`config.mk`:
```
export PLATFORM = sky130hd
export DESIGN_NAME = seq_multiplier
export DESIGN_NICKNAME = d
export VERILOG_FILES = /design/src/rtl/seq_mult_pkg.sv /design/src/rtl/seq_multiplier.sv
export SDC_FILE = /design/constraint.sdc
export NUM_CORES = 1
export LEC_CHECK = 0
export ABC_AREA = 1
export ABC_CLOCK_PERIOD_IN_PS = 7310
export BUFFER_PORTS_ARGS = -buffer_cell sky130_fd_sc_hd__buf_2
export CAP_MARGIN = 0
export CELL_PAD_IN_SITES_DETAIL_PLACEMENT = 1
export CELL_PAD_IN_SITES_GLOBAL_PLACEMENT = 1
export CORE_MARGIN = 1.5
export CORE_UTILIZATION = 43
export CTS_BUF_LIST = sky130_fd_sc_hd__clkbuf_2 sky130_fd_sc_hd__clkbuf_4 sky130_fd_sc_hd__clkbuf_8
export DETAILED_ROUTE_END_ITERATION = 8
export PLACE_DENSITY = 0.88
export SKIP_CTS_REPAIR_TIMING = 1
export SLEW_MARGIN = 0
export SYNTH_ARGS = -nofsm -noshare
export SYNTH_HDL_FRONTEND = slang
export SYNTH_SLANG_ARGS = --single-unit
export TNS_END_PERCENT = 1
```
`constraint.sdc`:
```
create_clock -name clk -period 7.31 [get_ports clk]
set_input_delay 1.0965 -clock clk [delete_from_list [all_inputs] [get_ports clk]]
set_output_delay 1.0965 -clock clk [all_outputs]
set_load 0.02 [all_outputs]
```
`src/rtl/seq_mult_pkg.sv`:
```
// Shared constants and FSM state type for the sequential shift-add multiplier.
package seq_mult_pkg;

  localparam int DEFAULT_WIDTH = 32;
  localparam int CNT_W         = 6;

  typedef enum logic [1:0] {
    LOAD = 2'd0,
    BUSY = 2'd1,
    DONE = 2'd2
  } state_e;

endpackage

```
`src/rtl/seq_multiplier.sv`:
```
// Sequential shift-add multiplier: one multiplier bit per clock, result held until reset.
// Optional macro SEQ_MULT_SIGNED_EN selects a two's-complement (signed) product.
module seq_multiplier
  import seq_mult_pkg::*;
#(
  parameter int WIDTH = DEFAULT_WIDTH
) (
  input  logic               clk,
  input  logic               reset,
  input  logic [WIDTH-1:0]   a,
  input  logic [WIDTH-1:0]   b,
  output logic [2*WIDTH-1:0] p,
  output logic               rdy
);

  localparam logic [CNT_W-1:0] LAST_BIT = CNT_W'(WIDTH - 1);

  state_e             state_q, state_d;
  logic [CNT_W-1:0]   cnt_q, cnt_d;
  logic [2*WIDTH-1:0] acc_q, acc_d;
  logic [2*WIDTH-1:0] mcand_q, mcand_d;
  logic [WIDTH-1:0]   mplier_q, mplier_d;
  logic [2*WIDTH-1:0] sum;

`ifdef SEQ_MULT_SIGNED_EN
  logic             neg_q, neg_d;
  logic [WIDTH-1:0] a_mag, b_mag;

  // The most negative value maps onto itself, which is still its correct unsigned magnitude.
  assign a_mag = a[WIDTH-1] ? -a : a;
  assign b_mag = b[WIDTH-1] ? -b : b;
`endif

  always_comb begin
    // NOTE: every combinational output gets a default first so no path can infer a latch.
    state_d  = state_q;
    cnt_d    = cnt_q;
    acc_d    = acc_q;
    mcand_d  = mcand_q;
    mplier_d = mplier_q;
`ifdef SEQ_MULT_SIGNED_EN
    neg_d    = neg_q;
`endif
    sum = acc_q + (mplier_q[0] ? mcand_q : '0);

    unique case (state_q)
      LOAD: begin
`ifdef SEQ_MULT_SIGNED_EN
        mcand_d  = {{WIDTH{1'b0}}, a_mag};
        mplier_d = b_mag;
        neg_d    = a[WIDTH-1] ^ b[WIDTH-1];
`else
        mcand_d  = {{WIDTH{1'b0}}, a};
        mplier_d = b;
`endif
        acc_d    = '0;
        cnt_d    = '0;
        state_d  = BUSY;
      end
      BUSY: begin
        acc_d    = sum;
        mcand_d  = mcand_q << 1;
        mplier_d = mplier_q >> 1;
        cnt_d    = cnt_q + CNT_W'(1);
        if (cnt_q == LAST_BIT) begin
          state_d = DONE;
`ifdef SEQ_MULT_SIGNED_EN
          if (neg_q) acc_d = -sum;
`endif
        end
      end
      DONE:    state_d = DONE;
      default: state_d = LOAD;
    endcase
  end

  // NOTE: sequential state uses non-blocking assignments so all flops update together on the edge.
  always_ff @(posedge clk or posedge reset) begin
    if (reset) begin
      state_q  <= LOAD;
      cnt_q    <= '0;
      acc_q    <= '0;
      mcand_q  <= '0;
      mplier_q <= '0;
`ifdef SEQ_MULT_SIGNED_EN
      neg_q    <= 1'b0;
`endif
    end else begin
      state_q  <= state_d;
      cnt_q    <= cnt_d;
      acc_q    <= acc_d;
      mcand_q  <= mcand_d;
      mplier_q <= mplier_d;
`ifdef SEQ_MULT_SIGNED_EN
      neg_q    <= neg_d;
`endif
    end
  end

  // rdy and p decode straight from registered state, so reset clears them without a clock.
  assign rdy = (state_q == DONE);
  assign p   = rdy ? acc_q : '0;

endmodule

```
==> metrics, run 1 <==
outcome finished clean; Avg WL per Cell 17.7 um; via count 14300; vias in the first global route 14900; CP Data Arrival Time 2.53 ns; GRT overflow 0; max-cap violation count 0; H-tree Lvls 4; Synth Area in Compound Gates 8.38%; post-DP HPWL 38200 um; # fillers 4374; Tightest Pin Transition 1.29 ns; largest delay contributor family on the critical path buffers and inverters; post-synthesis cell type count 37; crit path launch type flop; DP Area 14500 um^2; RePlAce Congestion 0.954; EDFF count, synth 0; chip height 180 um; slowest cell delay on critical path 0.57 ns; Layout area overhead 10.5%; Tot GR Track Use 30.5%; clock tree buffer depth 2; Synth Flop Type dfrtp_1; residual DRC count 0; RSZ-0062 raised after global routing false; Initial Utilization 43.8%; CTS tree yes; crit-path max FO 45; Synth Area per Inst 6.02 um^2; Final Instance Area 14900 um^2; drt first pass iters 5; IO Count 131; Root Driver clkbuf_8; Synth Area in Simple Gates 37.2%; post-synthesis sequential area ratio 31.3%; fraction of registers with async set/reset 100%; routed wire length 48700 um; fin crit share 49.7%; Final Hold Fails 0; Setup-failing EPs final 0; Hold WC Path Type reg -> reg; setup TNS 0 ns; largest net degree at the start of global routing 97; crit end category output port; critical path type reg -> out; Final nets 2471; worst IR drop on VDD 0.000136 V; syn_nets 2369; width of the die 180 um; DR vias/cell 5.19; # rows 64; flops & latches, synth 168; layout cell share with drive strength beyond 1 10.5%; Clock transition at path regs 0.09 ns; largest family of logic cells by synthesized area simple AND/OR/NAND/NOR gates; Pins Over Slew Limit 0; Post-Syn Instances 2235; synthesis warning total 0; xor and xnor area share after synthesis 0.521%; Port Buf Inserts 130; worst skew pair latency 0.50 ns; Leakage Power 0.00937 uW; Clock Skew 0.0205 ns; Slowest cell on crit path buf_4; crit-path cells inv_1, ha_2, buf_4, nand2_1, inv_1, buf_2; DR iter-0 viols 1099; CP bufs+invs 4; post-synthesis cell area 13400 um^2; first-pass GRT wire length 78400 um; Max-slew headroom 14.2%; synthesized-area fraction occupied by adder cells 6.38%; min Tclk post-route 3.63 ns; critical path required time 6.21 ns; Sink Count 168; total core area 30700 um^2; fmax 0.275 GHz; die area 32300 um^2; initial antenna violation count 2; Num CTS Buffers 17; Final ANT Viol Nets 0; CP most frequent cell inv_1; mux contribution to synthesized area 0%; pwr dens 256 nW/um^2
[routing by layer]
metal  routed length [um]  track usage (%)  vias up
met5                    7                0        -
met4                 1160             8.83        2
met3                 3150             5.51       69
met2                22000             48.8      406
met1                22300             42.2     6906
li1                     -                -     6877
[cells by family (layout without fill, tap and decap cells)]
family                     Yosys count  in the layout
buffers and inverters              580            695
AOI/OAI and AO/OA                  189            189
and+or+nand+nor                   1222           1222
xor gates and xnor gates             8              8
adders and majority gates           68             68
DFF                                168            168
other                                0              1
[cell usage in the layout, fill, tap and decap left out, types with 3 or more instances in the layout]
master and count:
nand4_1 9, xnor2_1 6, clkinv_2 5, nor4_2 4, inv_6 4, nor2_4 4
o21ai_0 44, a21oi_1 59, o21ai_1 7, buf_2 130, nand2_1 938, nor3_1 7
o211ai_1 18, o221ai_1 11, nand3_2 9, nand3_1 100, clkinv_1 3, o22ai_1 32
a22oi_1 9, a22o_1 4, buf_4 8, or2_2 3, nor2_2 18, nand2_2 29
ha_1 65, dfrtp_1 167, nor2_1 96, inv_1 519, clkbuf_8 19
[power by group]
group / switching (uW) / internal, uW
clock network: 408 / 291
registers: 243 / 1110
logic: 1210 / 542
total: 1870 / 1940
[per-stage QoR]
stage          utilization [%]  cells  setup WS, ns  total power [uW]  hold WS, ns
6_report                  48.4   2747          3.68              3810        0.509
5_1_grt                   48.4   2746          3.52              4060        0.542
4_1_cts                   48.4   2746          3.69              3790        0.507
3_5_place_dp              47.2   2714          3.91              3100        0.486
3_3_place_gp              47.2   2714          4.08              3020        0.470
2_1_floorplan                -   2235          1.67              2460        0.453
[sequential cells by signal, indices dropped and copies added, names as in the netlist]
register and flops:
mplier_q 32, acc_q 64, mcand_q 64, state_q 2, cnt_q 6
[final timing paths]
path	end	start	cells past startpoint	slack, ns
setup / recovery	p[48]	state_q[0]	6	3.68
hold / removal	mplier_q[5]	mplier_q[6]	2	0.51
setup reg to reg	acc_q[39]	mplier_q[0]	14	3.74
hold reg to reg	mplier_q[5]	mplier_q[6]	2	0.51
max in group asynchronous	acc_q[16]	reset	3	4.96
min in group asynchronous	cnt_q[1]	reset	2	0.77
[cell type report]
cell class              instances  area (um^2)  share of cell area, %
repair buffers                138          711                   4.78
flip-flops and latches        168         4210                   28.3
diodes                          1         2.50                 0.0168
multi-input cells            1487         7080                   47.7
well taps                     396          495                   3.34
inverters                     525         1980                   13.3
clock inverters                13          118                  0.792
clock buffers                  19          262                   1.76
[cell usage after synthesis, types with 11 or more instances]
cell type,count,area [um^2]
a21oi_1,59,295
buf_1,11,41.3
clkbuf_1,36,135
dfrtp_1,168,4200
ha_1,67,838
inv_1,521,1960
nand2_1,938,3520
nand2_2,29,181
nand3_1,100,500
nor2_1,98,368
nor2_2,18,113
o211ai_1,18,135
o21ai_0,44,220
o221ai_1,11,96.3
o22ai_1,32,200
[worst register-to-register path, cell delays in order (launching register included)]
cell and delay [ns]:
dfrtp_2 1.23, nand2_1 0.32, inv_1 0.16, ha_1 0.25
nand3_1 0.14, nand3_1 0.25, nand2_1 0.16, nand2_2 0.12
nand2_1 0.10, nand3_2 0.18, nand2_1 0.12, nand2_1 0.17
nand2_1 0.12, nand2_1 0.06, o21ai_1 0.14
No activity file was read; power rests on OpenSTA's default activity.
==> run 2, diff against run 1 <==
- ABC_CLOCK_PERIOD_IN_PS: 7310 -> 3090
- CORE_UTILIZATION: 43 -> 39
- PLACE_DENSITY: 0.88 -> 0.84
- clock period: 7.31 -> 3.09 ns (I/O delays scaled with it)
==> metrics, run 2 (synthesis results as in run 1) <==
Hold WC Path Type in -> async; Pins Over Slew Limit 0 (unchanged); sequential share of power 35.2% (-0.3 points); DR vias/cell 5.01 (-3.4%); outcome finished clean; setup TNS 0 ns (unchanged); residual DRC count 0 (unchanged); GRT overflow 0 (unchanged); Leakage Power 0.00943 uW (+0.61%); CP Data Arrival Time 3.23 ns (+0.70 ns); via count 14100 (-1.3%); critical path required time 3.50 ns (-2.71 ns); crit end category flop; Slowest cell on crit path dfrtp_2; # rows 67 (+4.7%); max layer used met4; CP most frequent cell nand2_1; RSZ-0062 raised after global routing false; most common cell after layout, fill and taps aside nand2_1; max-cap violation count 0 (unchanged); fmax 0.355 GHz; Tot GR Track Use 28.6% (-1.9 points); Switch Pwr 4510 uW (+140%); worst skew pair latency 0.52 ns (+0.02 ns); routed wire length 49800 um (+2.2%); Tightest Pin Transition 0.974 ns (-0.312 ns); Reg-to-Reg Start mplier_q[0]; clock tree buffer depth 2 (unchanged); Root Driver clkbuf_8; die area 35600 um^2 (+10%); CP bufs+invs 5 (+1); crit-path cells buf_4, nand2_1, inv_1, ha_1, inv_1, fa_1, inv_1, nand3_1, inv_1, nand3_1, nand3_2, nand3_1, nand2_1, nand2_1, nand2_1, nand2_1, nand3_1, nand2_1; most frequent cells in the layout 938 x nand2_1, 519 x inv_1, 167 x dfrtp_1; critical path type reg -> reg; Setup-failing EPs final 0 (unchanged); Initial Utilization 39.9% (-3.9 points); Num CTS Buffers 17 (unchanged); slowest cell delay on critical path 0.40 ns (-0.17 ns); number of diodes 0 (-1); largest delay contributor family on the critical path simple AND/OR/NAND/NOR gates; crit path launch mplier_q[0]; Clk pwr share 18.7% (+0.3 points); Max-slew headroom 35.1% (+21 points); power share of the combinational group 46.1% (about the same); initial antenna violation count 0 (-2); Sink Count 168 (unchanged); largest net degree at the start of global routing 106 (+9.3%); CTS tree yes; total core area 33700 um^2 (+9.9%); Pint 4550 uW (+130%); worst IR drop on VDD 0.000323 V (+140%); Avg WL per Cell 17.7 um (about the same); # fillers 4754 (+8.7%); Final Hold Fails 0 (unchanged); Port Buf Inserts 130 (unchanged); Largest regs acc_q x64, mcand_q x64, mplier_q x32; fin crit share 91.2%; width of the die 189 um (+4.9%); Final ANT Viol Nets 0 (unchanged); H-tree Lvls 4 (unchanged); Pwr Total 9060 uW (+140%); chip height 189 um (+4.9%); RePlAce Congestion 0.944 (-1.1%); vias in the first global route 14600 (-2.0%); DRT met1 WL 23800 um (+6.5%); Clock transition at path regs 0.12 ns (+0.03 ns); post-DP HPWL 39300 um (+2.9%); DR iter-0 viols 951 (-13%); layout cell share with drive strength beyond 1 10.8% (+0.30 points); min Tclk post-route 2.82 ns; sw frac 49.8% (+0.73 points); crit-path max FO 20 (-56%); Clock Skew 0.0233 ns (+0.00278 ns); IO Count 131 (unchanged); Final nets 2479 (+0.32%); pwr dens 602 nW/um^2 (+130%); Routed met2 length 22200 um (+0.80%); Layout area overhead 11.9%; crit path launch type flop; routed wl met3 2720 um (-13%); first-pass GRT wire length 78900 um (+0.65%); drt first pass iters 5 (unchanged)
## run 2: cell count changes in the layout (fill, tap and decap cells not counted)
cell and delta:
clkinv_2 -5, clkinvlp_4 +2, inv_8 +1, buf_12 +5
clkinv_8 +2, buf_4 +3, inv_6 +1, diode_2 -1
bufinv_16 -1
## run 2: worst register-to-register path, cell delays in order, from the launching register on
cell and delay [ns]:
dfrtp_2 0.40, buf_4 0.25, nand2_1 0.08, inv_1 0.06, ha_1 0.16, inv_1 0.06
fa_1 0.35, inv_1 0.12, nand3_1 0.13, inv_1 0.10, nand3_1 0.09, nand3_2 0.15
nand3_1 0.09, nand2_1 0.25, nand2_1 0.15, nand2_1 0.09, nand2_1 0.05, nand3_1 0.08
nand2_1 0.07
## run 2: final timing paths
check / end / slack, ns / depth (start not counted)
worst max-delay path: acc_q[58] / 0.27 / 18
worst min-delay path: acc_q[61] / 0.03 / 2
worst max register to register: acc_q[58] / 0.27 / 18
worst min register to register: cnt_q[5] / 0.50 / 1
max in group asynchronous: acc_q[17] / 2.27 / 3
min in group clk: mcand_q[17] / 0.15 / 3
## run 2: area by class of cell
class	instances	area [um^2]	share of cell area [%]
Inverter	525	1970	13.1
Clock inverter	13	131	0.873
Timing Repair Buffer	146	833	5.54
Multi-Input combinational cell	1487	7080	47.1
Sequential cell	168	4210	27.9
Clock buffer	19	262	1.74
Tap cell	448	561	3.72
## run 2: power by group through the flow
stage	Sequential, uW	Clock [uW]	Combinational (uW)
final	3190	1690	4170
after global routing	3240	1790	4630
after CTS	3180	1720	4160
after detailed placement	3220	0	4130
after global placement	3220	0	3970
after floorplan	2930	0	2890
## run 2: stage by stage
stage / setup WS (ns) / util (%) / instance area (um^2) / instances / hold slack (ns)
2_1_floorplan: 0.486 / - / 13400 / 2235 / 0.453
3_3_place_gp: 0.409 / 43.5 / 14700 / 2774 / 0.469
3_5_place_dp: 0.303 / 43.5 / 14700 / 2774 / 0.484
4_1_cts: 0.274 / 44.7 / 15100 / 2806 / 0.0332
5_1_grt: 0.0452 / 44.7 / 15100 / 2806 / 0.0595
6_report: 0.273 / 44.7 / 15100 / 2806 / 0.0328
## run 2: per-layer routing
| layer | GRT usage (%) | vias to the layer above |
|---|---|---|
| met5 | 0 | - |
| met4 | 7.94 | 0 |
| met3 | 4.64 | 60 |
| met2 | 45.8 | 341 |
| met1 | 39.9 | 6780 |
| li1 | - | 6888 |
